## config.mk

```make
export PLATFORM = sky130hd
export DESIGN_NAME = shift_rx
export DESIGN_NICKNAME = d
export VERILOG_FILES = /design/src/rtl/shift_rx.sv
export SDC_FILE = /design/constraint.sdc
export NUM_CORES = 1
export LEC_CHECK = 0
export ABC_AREA = 1
export CORE_MARGIN = 3
export CORE_UTILIZATION = 35
export DETAILED_ROUTE_END_ITERATION = 16
export GPL_TIMING_DRIVEN = 0
export PLACE_DENSITY = 0.56
export SYNTH_ARGS = -nofsm -noshare
export SYNTH_HDL_FRONTEND = slang
export SYNTH_SLANG_ARGS = --single-unit
```

## constraint.sdc

```tcl
create_clock -name CP -period 1.45 [get_ports CP]
set_input_delay 0.145 -clock CP [delete_from_list [all_inputs] [get_ports CP]]
set_output_delay 0.145 -clock CP [all_outputs]
set_load 0.02 [all_outputs]
```

## src/rtl/shift_rx.sv

```systemverilog
// shift_rx: drives an external 74299-style chain to parallel-load a word, then shifts it out Q0-first and reassembles it LSB-first.
module shift_rx #(
  parameter int WIDTH = 8
) (
  input  logic             CP,
  input  logic             MR,
  input  logic             START,
  output logic             BUSY,
  output logic [1:0]       S,
  output logic             CE,
  output logic             DSR,
  input  logic             SIN,
  output logic [WIDTH-1:0] DATA,
  output logic             VALID,
  input  logic             READY
);
  localparam int CW = $clog2(WIDTH);
  typedef enum logic [1:0] {IDLE, LOAD, SHIFT, DONE} state_t;
  state_t           state;
  logic [CW-1:0]    cnt;
  logic [WIDTH-1:0] asm_q;
  logic             free;
  assign DSR  = 1'b0;
  assign free = !VALID || READY;
  // S, CE and BUSY are registered alongside the state so they always reflect the state being entered.
  always_ff @(posedge CP) begin
    if (MR) begin
      state <= IDLE;
      cnt   <= '0;
      asm_q <= '0;
      DATA  <= '0;
      VALID <= 1'b0;
      BUSY  <= 1'b0;
      S     <= 2'b00;
      CE    <= 1'b0;
    end else begin
      if (VALID && READY) VALID <= 1'b0;
      case (state)
        IDLE: if (START) begin
          state <= LOAD;
          BUSY  <= 1'b1;
          S     <= 2'b11;
          CE    <= 1'b1;
        end
        LOAD: begin
          cnt   <= '0;
          state <= SHIFT;
          S     <= 2'b10;
        end
        SHIFT: begin
          asm_q[cnt] <= SIN;
          cnt        <= cnt + 1'b1;
          if (cnt == CW'(WIDTH - 1)) begin
            state <= DONE;
            S     <= 2'b00;
            CE    <= 1'b0;
          end
        end
        DONE: if (free) begin
          DATA  <= asm_q;
          VALID <= 1'b1;
          state <= IDLE;
          BUSY  <= 1'b0;
        end
      endcase
    end
  end
endmodule

```

# Word-level counts from Yosys, hierarchy flattened
# Cells that the tools add are included.
classes:
  addsub: 1
  mux: 19
  eq_ne: 7
  magnitude_cmp: 2
  reduce_logical: 14
op_table:
  columns: ["cell", "count"]
  rows:
  - ["AND reduction 3 bit", 4]
  - ["two-way mux 2 bit", 5]
  - ["bitwise mux 8 bit", 1]
  - ["one-hot mux 2 bit (4 select lines)", 1]
  - ["two-way mux 1 bit", 7]
  - ["!= test 2 bit (second input constant)", 3]
  - ["one-hot mux 2 bit (3 select lines)", 1]
  - ["one-hot mux 3 bit (2 select lines)", 1]
  - ["nonzero test 2 bit", 3]
  - ["equality test 2 bit (second input constant)", 2]
  - ["less-than comparator 3 x 4 -> 1 bit (second input constant)", 1]
  - ["one-hot mux 1 bit (2 select lines)", 2]
  - ["adder 3 x 1 -> 3 bit (second input constant)", 1]
  - ["demux 1 bit (select 3 bit)", 1]
  - ["equality test 3 bit (second input constant)", 1]
  - ["greater-or-equal comparator 3 x 1 -> 1 bit (second input constant)", 1]
  - ["nonzero test 3 bit", 1]
  - ["equality test 2 x 1 -> 1 bit (second input constant)", 1]
  - ["logical AND 1 bit", 2]
  - ["zero test 2 bit", 1]
  - ["AND reduction 2 bit", 1]
  - ["zero test 1 bit", 1]
  - ["logical OR 1 bit", 1]
totals:
  regBits: 26
  in_bits: 5
  wordCells: 51
  out_inout_bits: 14

# Longest topological paths before layout
# Gate-level depths: netlist of run 1.
depth:
  ltp_word: 5
  ltp_mapped: 8
  mapped_depth_nobuf: 8

# Least setup slack after synthesis of run 1
# Ideal clock, no wire load.
synth_timing:
  path_type: "register to register"
  from: "register cnt[0]"
  to: "register S[0]"
  required_time_ns: 1.337
  period_less_slack_ns: 1.219
  stages_incl_launch_ff: 9
  arrival_time_ns: 1.106
  setup_ns: 0.113
  path_slack_ns: 0.231
  n_path_buf: 0
  cell_sequence: "dfxtp_1 > ha_1 > ha_1 > inv_1 > nand2_1 > nand3_1 > nand2_1 > nand2_1 > nor2_1"
synth_between:
  elab_chain_len: 3
synth_lines:
  columns: ["item", "line", "source"]
  rows:
  - ["from (decl)", "20", "logic [CW-1:0] cnt;"]
  - ["from (signal assigned)", "52", "cnt <= cnt + 1'b1;"]
  - ["equality test 3 bit", "53", "if (cnt == CW'(WIDTH - 1)) begin"]
  - ["!= test 2 bit (no source line)", null, null]
  - ["AND reduction 3 bit (no source line)", null, null]
  - ["to (signal assigned)", "42", "S <= 2'b11;"]
  - ["to (signal assigned)", "48", "S <= 2'b10;"]
  - ["to (signal assigned)", "55", "S <= 2'b00;"]
  - ["to (decl)", "9", "output logic [1:0] S,"]
# Every way passes these cells.
# A chain may end at the register's enable or synchronous reset.

# Worst setup path in the final report of run 1
layout_timing:
  from: "register state[1]"
  to: "register state[1]"
layout_between:
  elab_chain_len: 3
  elab_cells_between_ends: 9
  cone_classes: "eq/ne: 6; mux: 1; reduce/logical: 2"
layout_lines:
  columns: ["item", "line", "source"]
  rows:
  - ["from (decl)", "19", "state_t state;"]
  - ["from (signal assigned)", "28", "state <= IDLE;"]
  - ["from (signal assigned)", "40", "state <= LOAD;"]
  - ["from (signal assigned)", "47", "state <= SHIFT;"]
  - ["equality test 2 bit / zero test 2 bit (equally long branches)", "38", "case (state)"]
  - ["!= test 2 bit (no source line)", null, null]
  - ["AND reduction 3 bit (no source line)", null, null]
# Several ways; a longest one is shown, not always the timed one.

==> results of run 1 <==
## metrics by stage
stage                     hold slack (ns)  util (%)  total power, mW  instance area, µm²
after floorplan                     0.352         -             1.51                1140
after global placement              0.445      44.2             1.80                1360
after detailed placement            0.451      44.2             1.81                1360
after CTS                           0.146      45.7             2.29                1410
after global routing                0.146      46.7             2.45                1440
final                               0.143      46.7             2.26                1440
## cell type report
type	count	area share, %
Multi-Input combinational cell	113	37.5
Sequential cell	26	36.4
Timing Repair Buffer	16	12.4
Inverter	18	4.79
Tap cell	44	3.83
Clock inverter	1	2.09
Clock buffer	3	1.57
Buffer	4	1.48
## power groups by stage
stage	clock, mW	sequential (mW)	combinational [mW]
2_1_floorplan	0	1.04	0.468
3_3_place_gp	0	0.939	0.858
3_5_place_dp	0	0.945	0.863
4_1_cts	0.516	0.927	0.845
5_1_grt	0.552	0.946	0.950
6_report	0.503	0.924	0.836
## kinds of logic (layout without fill, tap and decap cells)
group | after synthesis | count (layout)
simple gates | 83 | 83
fa+ha+maj | 6 | 6
flops | 26 | 26
other cells | 1 | 1
compound gates | 23 | 23
buf+inv | 22 | 42
## registers in the layout (all words and copies together) (netlist names)
| signal | count |
|---|---|
| asm_q | 8 |
| BUSY | 1 |
| VALID | 1 |
| state | 2 |
| CE | 1 |
| DATA | 8 |
| cnt | 3 |
| S | 2 |
## worst max-delay path by stage
stage                           to  slack (ns)  cells after the start     start
final                     state[1]        0.15                      7  state[1]
after global routing          S[0]       0.006                      7  state[1]
after CTS                  DATA[1]        0.01                      1   DATA[1]
after detailed placement   DATA[7]        0.05                      7     READY
after global placement     DATA[5]        0.07                      7     READY
after floorplan               S[0]        0.23                      8    cnt[0]
## placed cells by master, fill, tap and decap left out, drive strengths merged
master,instances
inv,17
bufinv,1
dfxtp,26
nand4,2
buf,2
dlymetal6s2s,9
clkdlybuf4s50,3
dlygate4sd2,4
nor3,1
a21oi,12
nand3,12
o21ai,11
conb,1
ha,6
nand2,33
clkinv,1
nor2,35
clkbuf,5
## layer usage
layer,global-route usage (%),part of all wire (%),up-vias
met3,1.60,4.8,5
met2,16.3,40,23
met4,4.85,1.9,0
li1,-,-,548
met5,0,0,-
met1,17.8,53,444
## critical path, stage by stage (launching register included)
cell and delay (ns):
dfxtp_1 0.41, inv_1 0.08, ha_1 0.21, nand2_1 0.18
nand2_1 0.07, nor2_1 0.15, nor2_1 0.06, nor2_1 0.11
## repair_timing
action                     in CTS  in global routing
setup endpoints to repair       4                 25
gates cloned                    0                  0
pin swaps                       0                  0
resized for setup               4                 14
==> results.py, run 1 <==
metrics = {
    "synth": {
        "synthXorXnorAreaFrac_pct": 0,
        "synth_commonest_cells": "34 x nor2_1, 33 x nand2_1, 26 x dfxtp_1",
        "seq_area_frac_synth_pct": 45.5,
        "syn-cell-area_um2": 1140,
        "synth-simple-area-share_pct": 29.7,
        "synth_compound_area_share_pct": 10.1,
        "avgSynthCellArea_um2": 7.11,
        "synth_cell_types": 18,
        "ys.flop_type": "dfxtp_1",
        "synth.most_common_cell": "nor2_1",
        "yosys.area.top_type_share_pct": 45.5,
        "synth_top_family_by_area": "simple AND/OR/NAND/NOR gates",
        "synth-async-reset-ratio_pct": 0,
        "synth_edf_count": 0,
        "synth_area_leader_cell": "dfxtp_1",
        "syn-instance-count": 161,
        "synth.area.top_cells": "dfxtp_1 45%, nor2_1 11%, nand2_1 11%",
        "ys_ff_latch": 26,
        "synth_fp_nets": 172,
        "yosys.area_share.adder_pct": 6.56,
        "synthMuxAreaShare_pct": 0,
        "synth_warnings": 0,
    },
    "worst_hold_path": {
        "hold_path_depth": 3,
        "min_from": "SIN",
        "whs_endpoint": "asm_q[1]",
        "hold_path_class": "input pin to register",
    },
    "layout": {
        "area_growth_syn_to_layout_pct": 25.6,
        "multi_input_area_um2": 539,
        "fillers": 331,
        "drive_gt1_share_pct": 8.29,
        "regArea_um2": 523,
        "nets": 193,
        "antenna_cells": 0,
        "final_cells": 225,
    },
    "global_route": {
        "grt_pass1_wl_um": 3770,
        "grt_antenna_before_repair": 0,
        "overflow": 0,
        "grt_pass1_vias": 825,
        "grtUsageTotal_pct": 11.7,
        "grt_max_degree": 16,
    },
    "clock_network": {
        "clock-sinks": 26,
        "cts_tree": "yes",
        "cts_buffers": 3,
        "insertion_delay_ns": 0.33,
        "clockBufferDepth": 2,
        "cts_hold_buf": 0,
        "cts_setup_buffers": 0,
        "clkTransAtPathRegs_ns": 0.14,
        "cts_max_level": 1,
        "root_buffer": "clkbuf_4",
    },
    "route": {
        "vias": 1020,
        "ant_nets": 0,
        "vias_per_cell": 4.53,
        "dr.first_iter.drc_count": 20,
        "wirelength_um": 2220,
        "drc": 0,
        "dr.pass1.iters": 5,
        "wl_per_cell_um": 9.88,
    },
    "place": {
        "place.gp.congestion": 0.774,
        "dp_slack_ns": 0.0544,
        "dpl.hpwl_um": 1660,
        "portBuffers": 16,
        "dp_cells": 221,
    },
    "setup_path": {
        "criticalPathCategory": "register to register",
        "critPathRequiredTime_ns": 1.72,
        "rrSetupSlack_ns": 0.15,
        "crit_path_end_kind": "register",
        "worstPathArrival_ns": 1.58,
        "r2r_cells": 7,
        "r2r-start": "state[1]",
        "setup.worst_path.start_class": "register",
        "timing.rr.end": "state[1]",
        "critPathMaxFanout": 6,
    },
    "job": {
        "drv_cap": 0,
    },
    "timing": {
        "setup_viol": 0,
        "finalCritPeriodShare_pct": 89.8,
        "max_freq_mhz": 768,
        "hold_viol_final": 0,
        "period_minus_slack_ns": 1.30,
        "tns_ns": 0,
        "drv_slew": 0,
        "setup_slack_ns": 0.147,
        "rsz0062_at_grt": "no",
        "fin_skew_ns": 0.00455,
    },
    "floorplanning": {
        "initial_core_util_pct": 37.2,
        "die_h_um": 63.2,
        "dieArea_um2": 3990,
        "ios": 19,
        "num_rows": 20,
        "die-width_um": 63.2,
        "coreArea_um2": 3080,
    },
    "pwr": {
        "leakage_nw": 0.764,
        "swShare_pct": 36.0,
        "ir_drop_uv": 563,
        "internal_power_mw": 1.45,
        "power.clock.fraction_pct": 22.2,
        "switchingPower_mw": 0.815,
        "p_per_area_nw_per_um2": 1570,
        "comb_power_share_pct": 36.9,
        "seqPwrFrac_pct": 40.8,
    },
    "status": {
        "status": "finished clean",
    },
}
No activity file was read; power rests on OpenSTA's default activity.
==> run 2, diff against run 1 <==
Settings changed: GPL_ROUTABILITY_DRIVEN set to 0, GPL_TIMING_DRIVEN 0 to unset.
==> results.py, run 2 (synthesis gave the netlist of run 1 again) <==
metrics = {
    "pwr": {
        "switchingPower_mw": 0.830,
        "p_per_area_nw_per_um2": 1580,
        "seqPwrFrac_pct": 40.3,
        "power.clock.fraction_pct": 21.9,
        "internal_power_mw": 1.46,
        "comb_power_share_pct": 37.9,
        "ir_drop_uv": 656,
        "leakage_nw": 0.789,
        "swShare_pct": 36.2,
    },
    "layout": {
        "fillers": 326,
        "area_growth_syn_to_layout_pct": 26.9,
        "final_cell_mix": "34 x nor2_1, 30 x nand2_1, 25 x dfxtp_1",
        "drive_gt1_share_pct": 8.33,
        "reg_top3": "DATA: 8 flops, asm_q: 8 flops, cnt: 3 flops",
        "antenna_cells": 0,
        "layout_commonest_cell": "nor2_1",
        "nets": 192,
    },
    "floorplanning": {
        "die_h_um": 63.2,
        "num_rows": 20,
        "ios": 19,
        "die-width_um": 63.2,
        "dieArea_um2": 3990,
        "coreArea_um2": 3080,
        "initial_core_util_pct": 37.2,
    },
    "clock_network": {
        "cts_buffers": 3,
        "cts_tree": "yes",
        "cts_hold_buf": 0,
        "clock-sinks": 26,
        "clockBufferDepth": 2,
        "clkTransAtPathRegs_ns": 0.15,
        "insertion_delay_ns": 0.32,
        "cts_max_level": 1,
        "root_buffer": "clkbuf_4",
    },
    "timing": {
        "drv_slew": 0,
        "finalCritPeriodShare_pct": 91.2,
        "hold_slack_ns": 0.470,
        "setup_viol": 0,
        "hold_viol_final": 0,
        "setup_slack_ns": 0.127,
        "fin_skew_ns": 0.00835,
        "tns_ns": 0,
        "period_minus_slack_ns": 1.32,
        "max_freq_mhz": 756,
        "rsz0062_at_grt": "no",
    },
    "route": {
        "ant_nets": 0,
        "dr.pass1.iters": 5,
        "wirelength_um": 2320,
        "wl_per_cell_um": 10.4,
        "vias_per_cell": 4.53,
        "dr.first_iter.drc_count": 26,
        "drc": 0,
        "vias": 1015,
    },
    "global_route": {
        "overflow": 0,
        "grt_antenna_before_repair": 0,
        "grt_pass1_vias": 902,
        "grtUsageTotal_pct": 12.1,
        "grt_max_degree": 17,
        "grt_pass1_wl_um": 3910,
    },
    "place": {
        "portBuffers": 17,
        "dp_slack_ns": 0.0175,
        "dpl.hpwl_um": 1740,
    },
    "setup_path": {
        "setup.worst_path.start_class": "register",
        "critPathMaxFanout": 5,
        "critPathRequiredTime_ns": 1.69,
        "worstPathArrival_ns": 1.57,
        "crit_path_end_kind": "register",
        "criticalPathCategory": "register to register",
    },
    "status": {
        "status": "finished clean",
    },
    "worst_hold_path": {
        "hold_path_class": "register to register",
    },
    "job": {
        "drv_cap": 0,
    },
}
run 2: critical path: stages, from the launching register on:
cell and delay [ns]:
dfxtp_1 0.39, inv_1 0.09, ha_1 0.33, inv_1 0.18, nand4_1 0.13, nand2_1 0.07, nor2_1 0.04
run 2: final timing paths:
check | startpoint | endpoint | slack, ns | depth (start not counted)
worst min register to register | asm_q[2] | asm_q[2] | 0.47 | 2
worst min-delay path | asm_q[2] | asm_q[2] | 0.47 | 2
worst max-delay path | state[0] | state[1] | 0.13 | 6
worst max register to register | state[0] | state[1] | 0.13 | 6
run 2: power by group through the flow:
| stage | combinational, mW | clock (mW) | sequential [mW] |
|---|---|---|---|
| global placement | 0.861 | 0 | 0.938 |
| finish | 0.868 | 0.501 | 0.922 |
| global route | 0.981 | 0.543 | 0.944 |
| detailed placement | 0.877 | 0 | 0.942 |
| floorplan | 0.468 | 0 | 1.04 |
| CTS | 0.872 | 0.516 | 0.925 |
run 2: per-layer routing:
layer / part of all wire, % / global-route usage, % / vias to the layer above / wire [µm]
met5: 0 / 0 / - / 0
met4: 0 / 4.04 / 0 / 0
met3: 3.3 / 2.14 / 0 / 77
met2: 45 / 19.1 / 19 / 1050
met1: 51 / 16.6 / 452 / 1190
li1: - / - / 544 / -
run 2: per-stage QoR:
stage          util, %  instance area [µm²]  power [mW]  instances
3_3_place_gp      44.3                 1360        1.80        220
2_1_floorplan        -                 1140        1.51        161
4_1_cts           45.9                 1410        2.31        224
3_5_place_dp      44.3                 1360        1.82        220
6_report          47.2                 1450        2.29        224
5_1_grt           47.2                 1450        2.47        224
run 2: cell type report:
cell class | instances | area (µm²) | area share [%]
Multi-Input combinational cell | 113 | 544 | 37.5
Sequential cell | 26 | 522 | 35.9
Timing Repair Buffer | 19 | 210 | 14.5
Inverter | 18 | 68.8 | 4.74
Tap cell | 44 | 55.1 | 3.79
Clock inverter | 1 | 30.0 | 2.07
Clock buffer | 3 | 22.5 | 1.55
run 2: repair_timing:
item / in CTS / in global routing
resized for setup: 2 / 17
endpoints found under the setup margin: 2 / 28
gates cloned: 0 / 0
setup buffers: 0 / 0
